$ cat config.mk
export PLATFORM = sky130hd
export DESIGN_NAME = ccff_bitstream_loader
export DESIGN_NICKNAME = d
export VERILOG_FILES = /design/src/rtl/ccff_bitstream_loader.sv
export SDC_FILE = /design/constraint.sdc
export NUM_CORES = 1
export LEC_CHECK = 0
export CAP_MARGIN = 20
export CORE_MARGIN = 8
export CORE_UTILIZATION = 60
export DETAILED_ROUTE_END_ITERATION = 8
export GPL_ROUTABILITY_DRIVEN = 0
export GPL_TIMING_DRIVEN = 0
export PLACE_DENSITY = 0.95
export SYNTH_ARGS = -nofsm -noshare
export SYNTH_HDL_FRONTEND = slang
export SYNTH_SLANG_ARGS = --single-unit
$ cat constraint.sdc
create_clock -name prog_clk -period 8.26 [get_ports prog_clk]
set_clock_uncertainty 0.15 [all_clocks]
set_input_delay 1.652 -clock prog_clk [delete_from_list [all_inputs] [get_ports prog_clk]]
set_output_delay 1.652 -clock prog_clk [all_outputs]
set_load 0.005 [all_outputs]
$ cat src/rtl/ccff_bitstream_loader.sv
// Serialises bitstream words onto a configuration chain and returns the bits it shifts out as readback words.
// Each shift captures ccff_tail; readback backpressure stalls shifting once the capture and holding registers are both full.
module ccff_bitstream_loader #(
  parameter int CHAIN_LEN = 4,
  parameter int WORD_W    = 8,
  parameter int CNT_W     = 16
) (
  input  logic              prog_clk,
  input  logic              pReset,
  input  logic              start,
  input  logic [CNT_W-1:0]  bit_count,
  input  logic [WORD_W-1:0] s_data,
  input  logic              s_valid,
  output logic              s_ready,
  output logic              ccff_head,
  output logic              shift_en,
  input  logic              ccff_tail,
  output logic [WORD_W-1:0] rb_data,
  output logic              rb_valid,
  input  logic              rb_ready,
  output logic              busy,
  output logic              done
);

  localparam int CW = $clog2(WORD_W + 1);
  localparam logic [CW-1:0] FULL = CW'(WORD_W);

  if (CHAIN_LEN < 1) begin : g_chain_len_chk
    $error("CHAIN_LEN must be at least 1");
  end

  typedef enum logic [1:0] {IDLE, RUN, FLUSH, DONE} state_t;

  state_t            state, state_nxt;
  logic [CNT_W-1:0]  remaining;
  logic [WORD_W-1:0] wreg, cap, hold;
  logic [CW-1:0]     wcnt, ccnt;
  logic              hold_vld;
  logic              rb_fire, hold_free, xfer, shift, accept;
  logic [WORD_W-1:0] xfer_dat;

  always_ff @(posedge prog_clk) begin
    if (pReset) state <= IDLE;
    else        state <= state_nxt;
  end

  always_comb begin
    state_nxt = state;
    rb_fire   = hold_vld & rb_ready;
    hold_free = !hold_vld || rb_ready;
    xfer      = 1'b0;
    // A partial capture is left-justified; a full one shifts by zero.
    xfer_dat  = cap << (FULL - ccnt);
    if (state == RUN)        xfer = (ccnt == FULL) && hold_free;
    else if (state == FLUSH) xfer = (ccnt != '0) && hold_free;
    shift     = (state == RUN) && (wcnt != '0) && (remaining != '0) && ((ccnt != FULL) || xfer);
    s_ready   = (state == RUN) && ((wcnt == '0) || ((wcnt == CW'(1)) && shift))
                && ((remaining - CNT_W'(shift)) != '0);
    accept    = s_valid && s_ready;
    shift_en  = shift;
    ccff_head = (state == RUN) ? wreg[WORD_W-1] : 1'b0;
    busy      = (state == RUN) || (state == FLUSH);
    done      = (state == DONE);
    case (state)
      IDLE:  if (start) state_nxt = (bit_count == '0) ? DONE : RUN;
      RUN:   if (shift && (remaining == CNT_W'(1))) state_nxt = FLUSH;
      FLUSH: if ((ccnt == '0) && (!hold_vld || rb_fire)) state_nxt = DONE;
      DONE:  state_nxt = IDLE;
      default: state_nxt = IDLE;
    endcase
  end

  always_ff @(posedge prog_clk) begin
    if (pReset) begin
      remaining <= '0;
      wreg      <= '0;
      wcnt      <= '0;
      cap       <= '0;
      ccnt      <= '0;
      hold      <= '0;
      hold_vld  <= 1'b0;
    end else begin
      if (state == IDLE && start) begin
        remaining <= bit_count;
        wcnt      <= '0;
        cap       <= '0;
        ccnt      <= '0;
      end else begin
        if (shift) remaining <= remaining - CNT_W'(1);
        // Acceptance with a shift only happens on the last pending bit, so the new word overwrites it.
        if (accept) begin
          wreg <= s_data;
          wcnt <= FULL;
        end else if (shift) begin
          wreg <= wreg << 1;
          wcnt <= wcnt - CW'(1);
        end
        if (shift) begin
          if (xfer) begin
            cap  <= {{(WORD_W-1){1'b0}}, ccff_tail};
            ccnt <= CW'(1);
          end else begin
            cap  <= {cap[WORD_W-2:0], ccff_tail};
            ccnt <= ccnt + CW'(1);
          end
        end else if (xfer) begin
          cap  <= '0;
          ccnt <= '0;
        end
      end
      if (xfer) begin
        hold     <= xfer_dat;
        hold_vld <= 1'b1;
      end else if (rb_fire) begin
        hold_vld <= 1'b0;
      end
    end
  end

  assign rb_data  = hold;
  assign rb_valid = hold_vld;

endmodule

# --- Word-level counts from Yosys, hierarchy flattened ---
# Cells that the tools add are included.
word_totals:
  register_bits: 51
  in_bits: 30
  out_inout_bits: 14
  wordCells: 83
classes:
  add_sub_neg: 5
  eq_ne: 10
  shift: 1
  n_mux: 22
  bitwise_logic: 2
  n_reduce_logical: 34
op_table:
  columns: ["cell", "n"]
  rows:
  - ["two-way mux 8 bit", 5]
  - ["two-way mux 16 bit", 2]
  - ["nonzero test 16 bit", 2]
  - ["two-way mux 4 bit", 5]
  - ["equality test 16 x 1 -> 1 bit (second input constant)", 1]
  - ["logical NOT 16 bit", 1]
  - ["subtractor 16 x 1 -> 16 bit", 1]
  - ["subtractor 16 x 1 -> 16 bit (second input constant)", 1]
  - ["logical AND 1 bit", 12]
  - ["logical NOT 4 bit", 2]
  - ["two-way mux 2 bit", 4]
  - ["case mux 2 bit (4 select lines)", 1]
  - ["nonzero test 2 bit", 4]
  - ["nonzero test 4 bit", 2]
  - ["left shift 8 x 4 -> 8 bit", 1]
  - ["logical OR 1 bit", 5]
  - ["two-way mux 1 bit", 5]
  - ["adder 4 x 1 -> 4 bit (second input constant)", 1]
  - ["equality test 2 bit (second input constant)", 2]
  - ["equality test 4 x 1 -> 1 bit (second input constant)", 1]
  - ["equality test 4 bit (second input constant)", 1]
  - ["inequality test 2 x 1 -> 1 bit (second input constant)", 2]
  - ["inequality test 4 bit (second input constant)", 1]
  - ["subtractor 4 x 1 -> 4 bit (second input constant)", 1]
  - ["other kinds (11)", 11]

# --- Depth between registers and ports, before layout ---
# Gate-level depths: netlist of the first run.
logic_depth:
  word_depth: 14
  depth_mapped: 16
  ltp_nobuf: 12

# --- Worst setup path after synthesis of the first run ---
# No wires, ideal clock.
synth_path:
  kind: "input port to output port"
  startpoint: "in rb_ready"
  endpoint: "out s_ready"
  arrival_ps: 3827
  required_ps: 6458
  path_slack_ps: 2631
  stages: 12
  path_buffers: 2
  path_cell_list: "nor4bb_1 > a221oi_4 > o21ai_4 > inv_2 > buf_6 > buf_2 > ha_1 > xor2_1 > nor4b_1 > nand3_1 > nand3_1 > a21oi_1"
synth_between:
  elab_chain_cells: 10
  elab_cells_between_ends: 13
  classes_between: "add/sub: 1; mux: 2; reduce/logical: 10"
synth_lines:
  columns: ["item", "line", "text"]
  rows:
  - ["start, declared", "20", "input logic rb_ready,"]
  - ["logical OR 1 bit *", "50", "hold_free = !hold_vld || rb_ready;"]
  - ["logical AND 1 bit", "55", "else if (state == FLUSH) xfer = (ccnt != '0) && hold_free;"]
  - ["two-way mux 1 bit", "55", null]
  - ["two-way mux 1 bit *", "54", "if (state == RUN) xfer = (ccnt == FULL) && hold_free;"]
  - ["logical OR 1 bit *", "56", "shift = (state == RUN) && (wcnt != '0) && (remaining != '0) && ((ccnt != FULL) || xfer);"]
  - ["logical AND 1 bit *", "56", null]
  - ["named net shift_en", "16", "output logic shift_en,"]
  - ["branches (longest 3 deep; another with subtractor 16 x 1 -> 16 bit)", null, null]
  - ["logical AND 1 bit *", "58", "&& ((remaining - CNT_W'(shift)) != '0);"]
  - ["end, declared", "14", "output logic s_ready,"]
# Mark *: on every way through the listed nets, which the timed path passes.

# --- Final worst setup path of the first run ---
layout_path:
  startpoint: "in rb_ready"
  endpoint: "out s_ready"
layout_between:
  elab_chain_cells: 10
  elab_cells_between_ends: 13
  classes_between: "add/sub: 1; mux: 2; reduce/logical: 10"
layout_lines:
  columns: ["item", "line"]
  rows:
  - ["logical OR 1 bit *", "50"]
  - ["logical AND 1 bit", "55"]
  - ["two-way mux 1 bit", "55"]
  - ["two-way mux 1 bit *", "54"]
  - ["logical OR 1 bit *", "56"]
  - ["logical AND 1 bit *", "56"]
  - ["branches (longest 3 deep; another with subtractor 16 x 1 -> 16 bit)", null]
  - ["logical AND 1 bit *", "58"]
# Every way passes the cells marked *.

==> flow_summary.json, run 1 <==
{
  "syn-num-nets": 415,
  "setup_tns_ps": 0,
  "min-delay-path-class": "reg2reg",
  "cts_htree_levels": 2,
  "drtIter0Drc": 272,
  "synthSimpleGateAreaFrac_pct": 22.3,
  "tritoncts": "yes",
  "first_global_vias": 3203,
  "synth-main-ff-cell": "dfxtp_1",
  "clock-sinks": 51,
  "synth_commonest_cells": "dfxtp_1, nor2_1, nand2_1",
  "synth_area_per_cell_um2": 8.80,
  "yosysSeqAreaShare_pct": 31.2,
  "die_y_um": 89.9,
  "rows": 27,
  "cts-root-buf": "clkbuf_8",
  "clk_latency_ps": 300,
  "vias_per_cell": 6.53,
  "synth_top_family_by_area": "compound AO/OA/AOI/OAI gates",
  "yosys_register_bits": 51,
  "synth.distinct_cells": 69,
  "core_um2": 5370,
  "syn_area_um2": 3270,
  "synth_edf_count": 0,
  "start_util_pct": 61.0,
  "wire_per_inst_um": 17.6,
  "grt.total_usage_pct": 21.4,
  "grt_pass1_wl_um": 14800,
  "ctsLongestPathBuffers": 2,
  "period_minus_slack_ps": 7100,
  "leakage_nw": 1.30,
  "post_cts_buffers": 0,
  "fin_nets": 464,
  "grtUsageMet1_pct": 26.0,
  "numCtsBuffers": 5,
  "holdWs_ps": 304,
  "grtUsageMet2_pct": 35.0,
  "dp_hpwl_um": 6400,
  "reg2reg_slack_ps": 3540,
  "finalNonFillerCells": 493,
  "setup_viol": 0,
  "synthAdderAreaFrac_pct": 4.97,
  "nFillCells": 395,
  "synth.most_common_cell": "dfxtp_1",
  "dr_total_vias": 3219,
  "power.total_w": 0.000886,
  "end_kind": "primary output",
  "start_kind": "input port",
  "synth_top_cell_by_area": "dfxtp_1",
  "dieArea_um2": 8080,
  "status": "finished clean",
  "slew_headroom_pct": 46.2,
  "ant_nets": 0,
  "netlist_instances": 372,
  "die_x_um": 89.9,
  "cp.required_ps": 6460,
  "grtUsageMet3_pct": 5.15,
  "insertedDiodeCount": 0,
  "dr.pass1.iters": 5,
  "worstMarginPinSlew_ps": 796,
  "synth_top_area_share_pct": 31.2,
  "max-cap-violations": 0,
  "worstPathArrival_ps": 5300,
  "grt-ovfl-total": 0,
  "antenna_found_initial": 0,
  "synth_area_leaders": "dfxtp_1, ha_1, nor2_1",
  "grt-busiest-layer": "met2",
  "synthToLayoutAreaGrowth_pct": 18.7,
  "drt-total-wl_um": 8690,
  "drc_errors": 0,
  "ir_worst_vdd_mv": 0.139,
  "synthXorXnorAreaFrac_pct": 2.67,
  "drv_slew": 0,
  "portBuffers": 42,
  "critPathKind": "in2out",
  "pin_count": 44,
  "dp_cells": 486,
  "powerDensity_nw_per_um2": 228,
  "cp_max_fo": 11,
  "cts_hold_buf": 0,
  "finalHoldViolations": 0,
  "fin_crit_sh_pct": 86.0,
  "post_cts_resized": 0,
  "max_freq_mhz": 141,
  "drive_gt1_share_pct": 13.3,
  "grt_max_degree": 15,
  "synth_compound_area_share_pct": 26.9,
  "async_reset_ff_share_pct": 0,
  "synth_warnings": 0,
  "rsz0062_at_grt": "no",
  "synth.area.mux_share_pct": 4.51,
  "clk_pin_slew_worst_paths_ps": 90
}
-- cell families (layout without fill, tap and decap cells) --
logic type | after synthesis | count (layout)
fa+ha+maj | 13 | 13
simple gates | 138 | 138
compound gates | 107 | 107
buf+inv | 42 | 91
flops | 51 | 51
xor+xnor | 10 | 10
mux | 11 | 11
-- sequential cells by signal (all words and copies together), names as in the netlist --
register / cells
wreg: 8
ccnt: 4
rb_data: 8
wcnt: 4
rb_valid: 1
remaining: 16
cap: 8
state: 2
-- power by group --
| group | leakage [nW] | total [W] | switching (W) | internal [W] |
|---|---|---|---|---|
| registers | 0.415 | 0.000315 | 0.0000354 | 0.000280 |
| clock network | 0.0513 | 0.000170 | 0.0000806 | 0.0000889 |
| logic | 0.834 | 0.000401 | 0.000235 | 0.000166 |
| total | 1.30 | 0.000886 | 0.000351 | 0.000535 |
-- metrics by stage --
step	utilization, %	setup WS, ps	cell area [um2]
after floorplan	-	2630	3270
after global placement	70.5	1360	3780
after detailed placement	70.5	1300	3780
after CTS	72.4	1170	3890
after global routing	72.4	1000	3890
final	72.4	1160	3890
-- critical path, cell delays in order --
cell and delay (ps):
clkdlybuf4s50_1 470, nor4bb_1 720, a221oi_4 280, o21ai_4 120
inv_2 90, buf_6 150, buf_2 200, ha_1 230
xor2_1 140, nor4b_1 460, nand3_1 130, nand3_1 140
a21oi_1 50, clkdlybuf4s50_1 450
-- placed cells by master, fill, tap and decap left out, drive strengths merged, types with 5 or more instances in the layout --
cell,netlist,final
a2111oi,10,10
o22ai,9,9
nand3,10,10
xnor2,5,5
nor2,35,35
o211ai,7,7
buf,12,12
a311oi,10,10
a21oi,20,20
clkdlybuf4s50,0,42
or4,6,6
mux2i,8,8
o21ai,11,11
a211oi,14,14
clkbuf,15,21
nor4,8,8
dfxtp,51,51
ha,13,13
nand2b,5,5
nand2,34,34
inv,15,15
or2b,6,6
xor2,5,5
nor3,7,7
or3,9,9
-- per-layer routing --
metal | vias up | wire [um]
met5 | - | 0
li1 | 1495 | -
met3 | 23 | 656
met4 | 0 | 227
met1 | 1542 | 3670
met2 | 159 | 4140
-- worst paths after layout --
| path | cells past startpoint | to | startpoint |
|---|---|---|---|
| worst max-delay path | 14 | s_ready | rb_ready |
| worst min register to register | 2 | rb_data[0] | rb_data[0] |
| worst max register to register | 16 | wreg[3] | ccnt[0] |
| worst min-delay path | 2 | rb_data[0] | rb_data[0] |
-- layout make-up --
class / count / area, um2 / share of cell area, %
Multi-Input combinational cell: 279 / 2010 / 51.7
Sequential cell: 51 / 1020 / 26.3
Timing Repair Buffer: 42 / 420 / 10.8
Buffer: 27 / 188 / 4.83
Tap cell: 72 / 90.1 / 2.32
Clock buffer: 6 / 72.6 / 1.87
Inverter: 15 / 56.3 / 1.45
Clock inverter: 1 / 30.0 / 0.772
Note: power is estimated with default switching activity, not from simulation.
==> run 2: changes to the inputs <==
Settings changed: CORE_ASPECT_RATIO from default to 1.2.
==> flow_summary.json, run 2 (synthesized netlist as in run 1, its figures left out) <==
{
  "dp_hpwl_um": 6660,
  "cp.required_ps": 6460,
  "vias_per_cell": 6.47,
  "antenna_found_initial": 0,
  "synthToLayoutAreaGrowth_pct": 17.8,
  "die_x_um": 83.4,
  "layout_commonest_cell": "dfxtp_1",
  "drc_errors": 0,
  "critPathKind": "in2out",
  "drv_slew": 0,
  "worstPathArrival_ps": 5320,
  "setup_slack_ps": 1140,
  "max_freq_mhz": 140,
  "cts_htree_levels": 2,
  "largest_reg_flops": 16,
  "cts-root-buf": "clkbuf_8",
  "finalHoldViolations": 0,
  "numCtsBuffers": 5,
  "tritoncts": "yes",
  "first_global_vias": 3295,
  "grt_pass1_wl_um": 15100,
  "ir_worst_vdd_mv": 0.130,
  "core_um2": 5260,
  "grt_max_degree": 16,
  "pin_count": 44,
  "cp_max_fo": 11,
  "grt.total_usage_pct": 21.5,
  "post_cts_buffers": 0,
  "die_y_um": 96.9,
  "powerDensity_nw_per_um2": 223,
  "cts_hold_buf": 0,
  "dieArea_um2": 8090,
  "portBuffers": 42,
  "max-cap-violations": 0,
  "rows": 29,
  "rr_worst_depth": 16,
  "post_cts_resized": 0,
  "setup_viol": 0,
  "grt-ovfl-total": 0,
  "clk_latency_ps": 320,
  "setup_tns_ps": 0,
  "worstMarginPinSlew_ps": 916,
  "leakage_nw": 1.29,
  "start_kind": "input port",
  "dr_total_vias": 3131,
  "clk_pin_slew_worst_paths_ps": 90,
  "clock-sinks": 51,
  "min-delay-path-class": "reg2reg",
  "final_cell_mix": "dfxtp_1, clkdlybuf4s50_1, nor2_1",
  "worstHoldPathCells": 2,
  "place_ws_ps": 1200,
  "period_minus_slack_ps": 7120,
  "drtIter0Drc": 303,
  "regMostFlops": "remaining",
  "fin_crit_sh_pct": 86.2,
  "insertedDiodeCount": 0,
  "status": "finished clean",
  "wire_per_inst_um": 18.2,
  "rsz0062_at_grt": "no",
  "drive_gt1_share_pct": 13.5,
  "dr.pass1.iters": 4,
  "ant_nets": 0,
  "fin_nets": 464,
  "slew_headroom_pct": 38.1,
  "drt-total-wl_um": 8820,
  "start_util_pct": 62.2,
  "holdWs_ps": 306,
  "end_kind": "primary output",
  "ctsLongestPathBuffers": 2
}
==> run 2: changes by cell type in the layout (fill, tap and decap cells not counted) <==
cell	previous run	this run
clkinvlp_4	0	1
bufinv_16	1	0
clkinv_2	0	1
==> run 2: final timing paths <==
check / from / endpoint / slack, ps
setup / recovery: rb_ready / s_ready / 1140
hold / removal: rb_data[1] / rb_data[1] / 310
setup reg to reg: ccnt[0] / wreg[6] / 3490
hold reg to reg: rb_data[1] / rb_data[1] / 310
==> run 2: power breakdown <==
part / internal, W / leakage, nW / switching, W / total, W
sequential: 0.000280 / 0.415 / 0.0000363 / 0.000316
clock: 0.0000595 / 0.0412 / 0.0000879 / 0.000147
combinational: 0.000165 / 0.834 / 0.000232 / 0.000398
total: 0.000505 / 1.29 / 0.000357 / 0.000861
==> run 2: final cells by class <==
type	instances	area, um2
Buffer	27	188
Clock buffer	6	72.6
Clock inverter	2	12.5
Fill cell	388	1400
Inverter	15	56.3
Multi-Input combinational cell	279	2010
Sequential cell	51	1020
Tap cell	62	77.6
Timing Repair Buffer	42	420
==> run 2: per-stage QoR <==
step           instances  instance area [um2]  utilization (%)  power (W)
2_1_floorplan        372                 3270                -   0.000596
3_3_place_gp         476                 3770             71.7   0.000691
3_5_place_dp         476                 3770             71.7   0.000709
4_1_cts              484                 3860             73.3   0.000851
5_1_grt              484                 3860             73.3   0.000909
6_report             484                 3860             73.3   0.000861
==> run 2: worst max-delay path: stages <==
cell             delay, ps
clkdlybuf4s50_1        440
nor4bb_1               800
a221oi_4               300
o21ai_4                130
inv_2                  100
buf_6                  160
buf_2                  190
ha_1                   230
xor2_1                 150
nor4b_1                390
nand3_1                130
nand3_1                140
a21oi_1                 50
clkdlybuf4s50_1        440
==> run 2: metal layers <==
layer / global-route usage [%] / routed length (um) / vias up
li1: - / - / 1496
met2: 39.2 / 4630 / 121
met5: 0 / 0 / -
met4: 9.59 / 239 / 0
met3: 3.61 / 469 / 27
met1: 23.6 / 3480 / 1487
